===== src/rtl/fifo_wr_arbiter.sv =====
// Write-side arbiter for U_FIFO: sequences the wrst pulse after reset/flush and
// grants the shared write port round-robin between two producers in bounded bursts.
module fifo_wr_arbiter #(
    parameter int DATA_W     = 8,
    parameter int MAX_BURST  = 16,
    parameter int RST_CYCLES = 4
) (
    input  logic              clk,
    input  logic              n_rst,
    input  logic              req0,
    input  logic [DATA_W-1:0] data0,
    output logic              ack0,
    input  logic              req1,
    input  logic [DATA_W-1:0] data1,
    output logic              ack1,
    input  logic              flush,
    input  logic              full_flag,
    output logic              wrst,
    output logic              we,
    output logic [DATA_W-1:0] wr_data,
    output logic              busy,
    output logic [15:0]       cnt0,
    output logic [15:0]       cnt1
);

    typedef enum logic [1:0] {FLUSH, IDLE, GNT0, GNT1} state_t;

    localparam logic [7:0] RST_LEN    = 8'(RST_CYCLES);
    localparam logic [7:0] BURST_LAST = 8'(MAX_BURST - 1);

    state_t     state_reg, state_next;
    logic       wrst_reg, wrst_next;
    logic [7:0] rst_cnt_reg, rst_cnt_next;
    logic [7:0] burst_reg, burst_next;
    logic       last_grant_reg, last_grant_next;
    logic       flush_pend_reg, flush_pend_next;

    logic [1:0] req;
    logic [1:0] ack;
    logic       grant_valid;
    logic       grant_idx;

    assign req         = {req1, req0};
    assign grant_valid = (state_reg == GNT0) || (state_reg == GNT1);
    assign grant_idx   = (state_reg == GNT1);

    genvar gi;
    generate
        for (gi = 0; gi < 2; gi++) begin : g_req
            logic [15:0] cnt_reg;

            assign ack[gi] = grant_valid && (grant_idx == 1'(gi)) && req[gi] && !full_flag;

            // Saturating so a long soak never wraps back to a misleading small count.
            always_ff @(posedge clk or negedge n_rst) begin
                if (!n_rst) begin
                    cnt_reg <= '0;
                end else if (ack[gi] && (cnt_reg != 16'hFFFF)) begin
                    cnt_reg <= cnt_reg + 16'd1;
                end
            end
        end
    endgenerate

    assign ack0    = ack[0];
    assign ack1    = ack[1];
    assign we      = |ack;
    assign wr_data = grant_valid ? (grant_idx ? data1 : data0) : '0;
    assign busy    = (state_reg != IDLE);
    assign wrst    = wrst_reg;
    assign cnt0    = g_req[0].cnt_reg;
    assign cnt1    = g_req[1].cnt_reg;

    always_ff @(posedge clk or negedge n_rst) begin
        if (!n_rst) begin
            state_reg      <= FLUSH;
            wrst_reg       <= 1'b1;
            rst_cnt_reg    <= '0;
            burst_reg      <= '0;
            last_grant_reg <= 1'b1;
            flush_pend_reg <= 1'b0;
        end else begin
            state_reg      <= state_next;
            wrst_reg       <= wrst_next;
            rst_cnt_reg    <= rst_cnt_next;
            burst_reg      <= burst_next;
            last_grant_reg <= last_grant_next;
            flush_pend_reg <= flush_pend_next;
        end
    end

    always_comb begin
        state_next      = state_reg;
        wrst_next       = wrst_reg;
        rst_cnt_next    = rst_cnt_reg;
        burst_next      = burst_reg;
        last_grant_next = last_grant_reg;
        flush_pend_next = flush_pend_reg;

        case (state_reg)
            FLUSH: begin
                if (rst_cnt_reg == RST_LEN) begin
                    state_next   = IDLE;
                    wrst_next    = 1'b0;
                    rst_cnt_next = '0;
                end else begin
                    rst_cnt_next = rst_cnt_reg + 8'd1;
                end
            end
            IDLE: begin
                // Entry edge already counts as the first wrst cycle, hence the preload of 1.
                if (flush || flush_pend_reg) begin
                    state_next      = FLUSH;
                    wrst_next       = 1'b1;
                    rst_cnt_next    = 8'd1;
                    flush_pend_next = 1'b0;
                end else if (req[0] && (!req[1] || last_grant_reg)) begin
                    state_next = GNT0;
                end else if (req[1]) begin
                    state_next = GNT1;
                end
            end
            GNT0, GNT1: begin
                if (flush) begin
                    flush_pend_next = 1'b1;
                end
                if (ack[grant_idx]) begin
                    burst_next = burst_reg + 8'd1;
                end
                if (!req[grant_idx] || (ack[grant_idx] && (burst_reg == BURST_LAST))) begin
                    burst_next      = '0;
                    last_grant_next = grant_idx;
                    if (req[~grant_idx]) begin
                        state_next = grant_idx ? GNT0 : GNT1;
                    end else if (!req[grant_idx]) begin
                        state_next = IDLE;
                    end
                end
            end
            default: begin
                state_next = FLUSH;
                wrst_next  = 1'b1;
            end
        endcase
    end

endmodule


===== config.mk =====
export PLATFORM = sky130hd
export DESIGN_NAME = fifo_wr_arbiter
export DESIGN_NICKNAME = d
export VERILOG_FILES = /design/src/rtl/fifo_wr_arbiter.sv
export SDC_FILE = /design/constraint.sdc
export NUM_CORES = 1
export LEC_CHECK = 0
export CORE_ASPECT_RATIO = 1.4
export CORE_MARGIN = 1
export CORE_UTILIZATION = 50
export DETAILED_ROUTE_END_ITERATION = 16
export GPL_ROUTABILITY_DRIVEN = 1
export HOLD_SLACK_MARGIN = 0.03
export PLACE_DENSITY = 0.8
export SLEW_MARGIN = 20
export SYNTH_ARGS = -nofsm -noshare
export SYNTH_HDL_FRONTEND = slang
export SYNTH_SLANG_ARGS = --single-unit

===== constraint.sdc =====
create_clock -name clk -period 2.4 [get_ports clk]
set_clock_uncertainty 0.2 [all_clocks]
set_input_delay 0.24 -clock clk [delete_from_list [all_inputs] [get_ports clk]]
set_output_delay 0.24 -clock clk [all_outputs]
set_load 0.02 [all_outputs]

; ---- Word level (Yosys, flattened, before mapping)
; Index checks and enable logic that the tools add are counted.
[classes]
eq_ne = 14
order_cmp = 2
addsub = 4
reduce_logical = 29
bitwise = 1
mux = 28
[op_table]
columns = operator, n
row1 = $mux 8, 6
row2 = $add 16x1->16 const B, 2
row3 = $ne 16x16->1 const B, 2
row4 = $add 8x1->8 const B, 2
row5 = $pmux 8 s2, 1
row6 = $mux 2, 7
row7 = $mux 1, 11
row8 = $logic_and 1x1->1, 10
row9 = $eq 8x3->1 const B, 1
row10 = $eq 8x4->1 const B, 1
row11 = $ne 2x2->1 const B, 4
row12 = $pmux 2 s3, 1
row13 = $reduce_and 2->1, 3
row14 = $reduce_and 3->1, 2
row15 = $reduce_bool 2->1, 3
row16 = $eq 2x2->1 const B, 2
row17 = $logic_or 1x1->1, 4
row18 = $lt 1x2->1 const B, 2
row19 = $ne 4x4->1 const B, 1
row20 = $pmux 1 s2, 2
row21 = $reduce_and 4->1, 1
row22 = $reduce_or 2->1, 2
row23 = $logic_not 1->1, 3
row24 = $ne 3x3->1 const B, 1
row25 = 4 further kinds, 4
[word_totals]
out_inout_bits = 45
ff_bits = 53

; ---- Longest topological paths before layout
; Gate-level depths: netlist (run 1).
[logic_depth]
word_depth = 11
mapped_depth = 7
ltp_nobuf = 6

; ---- Least setup slack after synthesis (run 1)
; Ideal clock, no wire load.
[synth_path]
path_type = reg2reg
startpoint = register burst_reg[4]
endpoint = register last_grant_reg
path_stages_with_launch = 5
t_required_ps = 2118
path_slack_ps = 362
path_buffers = 0
period_less_slack_ps = 2038
t_arrival_ps = 1756
path_cell_list = dfrtp_1 -> or4_1 -> nor4_2 -> o21a_2 -> mux2_2
[synth_via]
elab_chain_len = 4
[synth_rtl]
columns = element, line_no
row1 = start: declaration, 34  ; logic [7:0] burst_reg, burst_next;
row2 = start signal: assignment, 86  ; burst_reg <= burst_next;
row3 = $eq 8x4->1, 130  ; if (!req[grant_idx] || (ack[grant_idx] && (burst_reg == BURST_LAST))) begin
row4 = $logic_and 1x1->1, 130
row5 = $logic_or 1x1->1, 130
row6 = $reduce_and 2->1 (no source line), --
row7 = end signal: assignment, 87  ; last_grant_reg <= last_grant_next;
row8 = end: declaration, 35  ; logic last_grant_reg, last_grant_next;
; Every way passes these cells.
; A chain may end at the register's enable or synchronous reset.

; ---- Final worst setup path (run 1)
[layout_path]
startpoint = register state_reg[0]
endpoint = output port ack0
[layout_via]
elab_chain_len = 5
[layout_rtl]
columns = element, line_no
row1 = start: declaration, 31  ; state_t state_reg, state_next;
row2 = start signal: assignment, 83  ; state_reg <= state_next;
row3 = $eq 2x2->1 (on tied branches), "44, 45"
row4 = $logic_or 1x1->1 / $not 1->1 (equally long branches), "44, 52"
row5 = $logic_and 1x1->1 * (3 in a row), 52  ; assign ack[gi] = grant_valid && (grant_idx == 1'(gi)) && req[gi] && !full_flag;
row6 = end: declaration, 12  ; output logic ack0,
; Mark *: on every way between the ends. The rest lies on a longest branch, timed or not.

==> reports/summary.txt, run 1 <==
First-pass GRT wire length: 10,900 um
Tmin final: 2.276 ns
Final-report hold violation count: 0
DR vias/cell: 5.829
Most frequent cells in the layout: clkdlybuf4s50_1, dfrtp_1, nor2_1, nand2_1, a21oi_1
Initial Util: 52.33%
Register area: 1331 um^2
Pleak: 1.716 nW
CTS clk-pin slew, worst paths: 0.10 ns
Initial drt markers: 139
Nets: 402
Filler Cell Count: 463
Cells along the critical path: and4bb_2, clkdlybuf4s50_1
ANT nets after route: 0
Dpl cells: 435
Status: complete, no violations
Grt met3 use: 3.483%
YS warnings: 0
Synth Register Bits: 53
Area of the multi-input gates: 1489 um^2
Pwr Total: 3.015 mW
DR pass1 iterations: 4
Gr usage total: 22.68%
Ys async rst share: 100.0%
Post-Syn Area: 2892 um^2
Die X: 66.27 um
Routing usage on met1: 25.71%
Critical path buffers and inverters: 1
Vias: 2,588
Busiest grt layer: met2
Main synth FF type: dfrtp_1
Routability cong.: 0.8365
Initial antenna violation count: 0
Critical path's top delay family: buffers and inverters
N_diodes: 0
Number of synthesized flops with an enable pin: 0
Final Util: 69.27%
I/O pin cnt: 67
Sequential share of power: 41.7%
Root buf cell: clkbuf_8
Clock Tree Buf Depth: 2
Met2 GRT Util: 42.09%
Layout area overhead: 32.37%
HPWL Detailed: 4884 um
Synthesized area per cell: 9.869 um^2
Synth Instances: 293
TritonCTS Buffers: 5
Max-slew violation count: 0
Seq/Total Area, Yosys: 45.95%
Endpoints failing setup: 0
Logic gate share of total power: 40.5%
Final worst slack: 0.1237 ns
Syn nets: 320
Worst-skew pair later-pin latency: 0.31 ns
Routed length per instance: 14.61 um
DIE AREA: 6096 um^2
Die height: 91.98 um
Yosys cell types: 52
Slowest cell on the critical path: clkdlybuf4s50_1
Placement Setup Slack: 0.05964 ns
Most common cell after layout, fill and taps aside: clkdlybuf4s50_1
# DRC: 0
Clock network power share: 17.8%
CTS tree: yes
# port buffers: 66
Max incr delay on CP: 0.63 ns
Non-filler cells, final: 444
Design area: 3827 um^2
Relative slew slack: 60.54%
Crit path capture type: primary output
Overflow after GRT: 0
Worst slew pin tran: 0.5865 ns
DP Area: 3715 um^2
Internal: 1.879 mW
PD cells: 787.7 nW/um^2
Vias in the first global route: 2,507
Cell row count: 32
Critical path class: flop to primary output
Switch share: 37.68%
Fin crit share: 94.85%
Clk sinks: 53
Crit start category: flop
Switching power: 1.136 mW
Ratio of cells with drive above 1 in the final layout: 11.44%
Crit path DAT: 1.84 ns
Fmax achieved: 439.3 MHz
Max rail drop VDD: 0.8431 mV
Sum of negative setup slack: 0 ns
Hold_ws: 0.2521 ns
HP Class: primary input to async pin
Crit path required time: 1.96 ns
RSZ-0062 raised after global routing: false
Critical path peak fanout: 8
MaxCap Viol Count: 0
Drt total wl: 6488 um
Area of the core: 5525 um^2
H-tree Lvls: 2
Largest net degree at the start of global routing: 26
==> layer usage <==
metal  share of wire, %  vias up
met5                  0        -
met1                 41     1253
met2                 54       83
met4                1.4        0
li1                   -     1244
met3                3.8        8
==> power groups by stage <==
stage | Combinational (mW) | Clock [mW] | Sequential (mW)
3_5_place_dp | 1.22 | 0 | 1.27
4_1_cts | 1.23 | 0.545 | 1.25
3_3_place_gp | 1.19 | 0 | 1.26
6_report | 1.22 | 0.537 | 1.26
5_1_grt | 1.35 | 0.573 | 1.29
2_1_floorplan | 0.699 | 0 | 1.28
==> logic make-up (layout without fill, tap and decap cells) <==
| group | count (synthesis) | in the layout | share of synthesized area (%) |
|---|---|---|---|
| simple gates | 116 | 116 | 22.07 |
| compound gates | 57 | 57 | 12.68 |
| flops | 53 | 53 | 45.95 |
| xor+xnor | 26 | 26 | 7.875 |
| mux | 18 | 18 | 6.664 |
| buf+inv | 18 | 101 | 2.596 |
| fa+ha+maj | 5 | 5 | 2.164 |
==> synth_stat cells (all sizes together) (2+ instances only) <==
master	number	area share, %
or4	4	1.2
mux2i	11	3.8
inv	10	1.3
o21ai	4	0.69
nand4b	2	0.61
buf	6	0.99
nor3	10	1.7
ha	5	2.2
xnor2	7	2.1
nand4	11	2.4
nand2b	3	0.65
a31oi	6	1.3
a211oi	6	1.6
nand3	10	1.7
clkbuf	2	0.30
or3	3	0.65
nand2	23	3.0
dfrtp	51	44
o22ai	2	0.43
nor2	24	3.1
nor4	6	1.7
mux2	7	2.9
a21boi	3	0.78
a21oi	22	3.9
and4	2	0.61
xor2	19	5.8
nor4b	4	1.2
and3	8	1.7
dfstp	2	1.8
a22o	2	0.61
a21o	2	0.52
o31ai	2	0.52
==> worst register-to-register path, cell delays in order (launching register included) <==
cell,delay (ns)
dfrtp_1,0.46
nand3_1,0.18
nor3_1,0.52
a21boi_0,0.27
mux2_2,0.33
==> final timing paths <==
path / startpoint / endpoint / slack (ns) / cells after the start
min in group clk: wrst$_DFFE_PN1P_ / wrst$_DFFE_PN1P_ / 0.29 / 2
setup reg to reg: cnt0[3]$_DFFE_PN0P_ / cnt0[1]$_DFFE_PN0P_ / 0.33 / 4
hold reg to reg: wrst$_DFFE_PN1P_ / wrst$_DFFE_PN1P_ / 0.29 / 2
max in group asynchronous: n_rst / wrst$_DFFE_PN1P_ / 1.04 / 3
setup / recovery: state_reg[0]$_DFFE_PN0P_ / ack0 / 0.12 / 2
hold / removal: n_rst / cnt1[14]$_DFFE_PN0P_ / 0.25 / 2
==> layout make-up <==
type	count	share of cell area, %
Sequential cell	53	34.78
Timing Repair Buffer	83	20.59
Inverter	10	0.9807
Tap cell	68	2.223
Clock inverter	2	0.3596
Clock buffer	6	2.158
Multi-Input combinational cell	222	38.90
==> repair_timing <==
item,in CTS,in global routing
endpoints found under the setup margin,1,5
hold endpoints to repair,22,0
hold buffers,1,0
gates resized for setup,1,3
setup buffers,0,0
Power figures use the tool's default switching activity.
==> run 2, diff against run 1 <==
--- a/config.mk
+++ b/config.mk
@@ -8,6 +8,7 @@
 export CORE_ASPECT_RATIO = 1.4
 export CORE_MARGIN = 1
 export CORE_UTILIZATION = 50
+export CTS_CLUSTER_SIZE = 30
 export DETAILED_ROUTE_END_ITERATION = 16
 export GPL_ROUTABILITY_DRIVEN = 1
 export HOLD_SLACK_MARGIN = 0.03
==> results of run 2 <==
Final layout, timing and power as in run 1 (identical DEF).
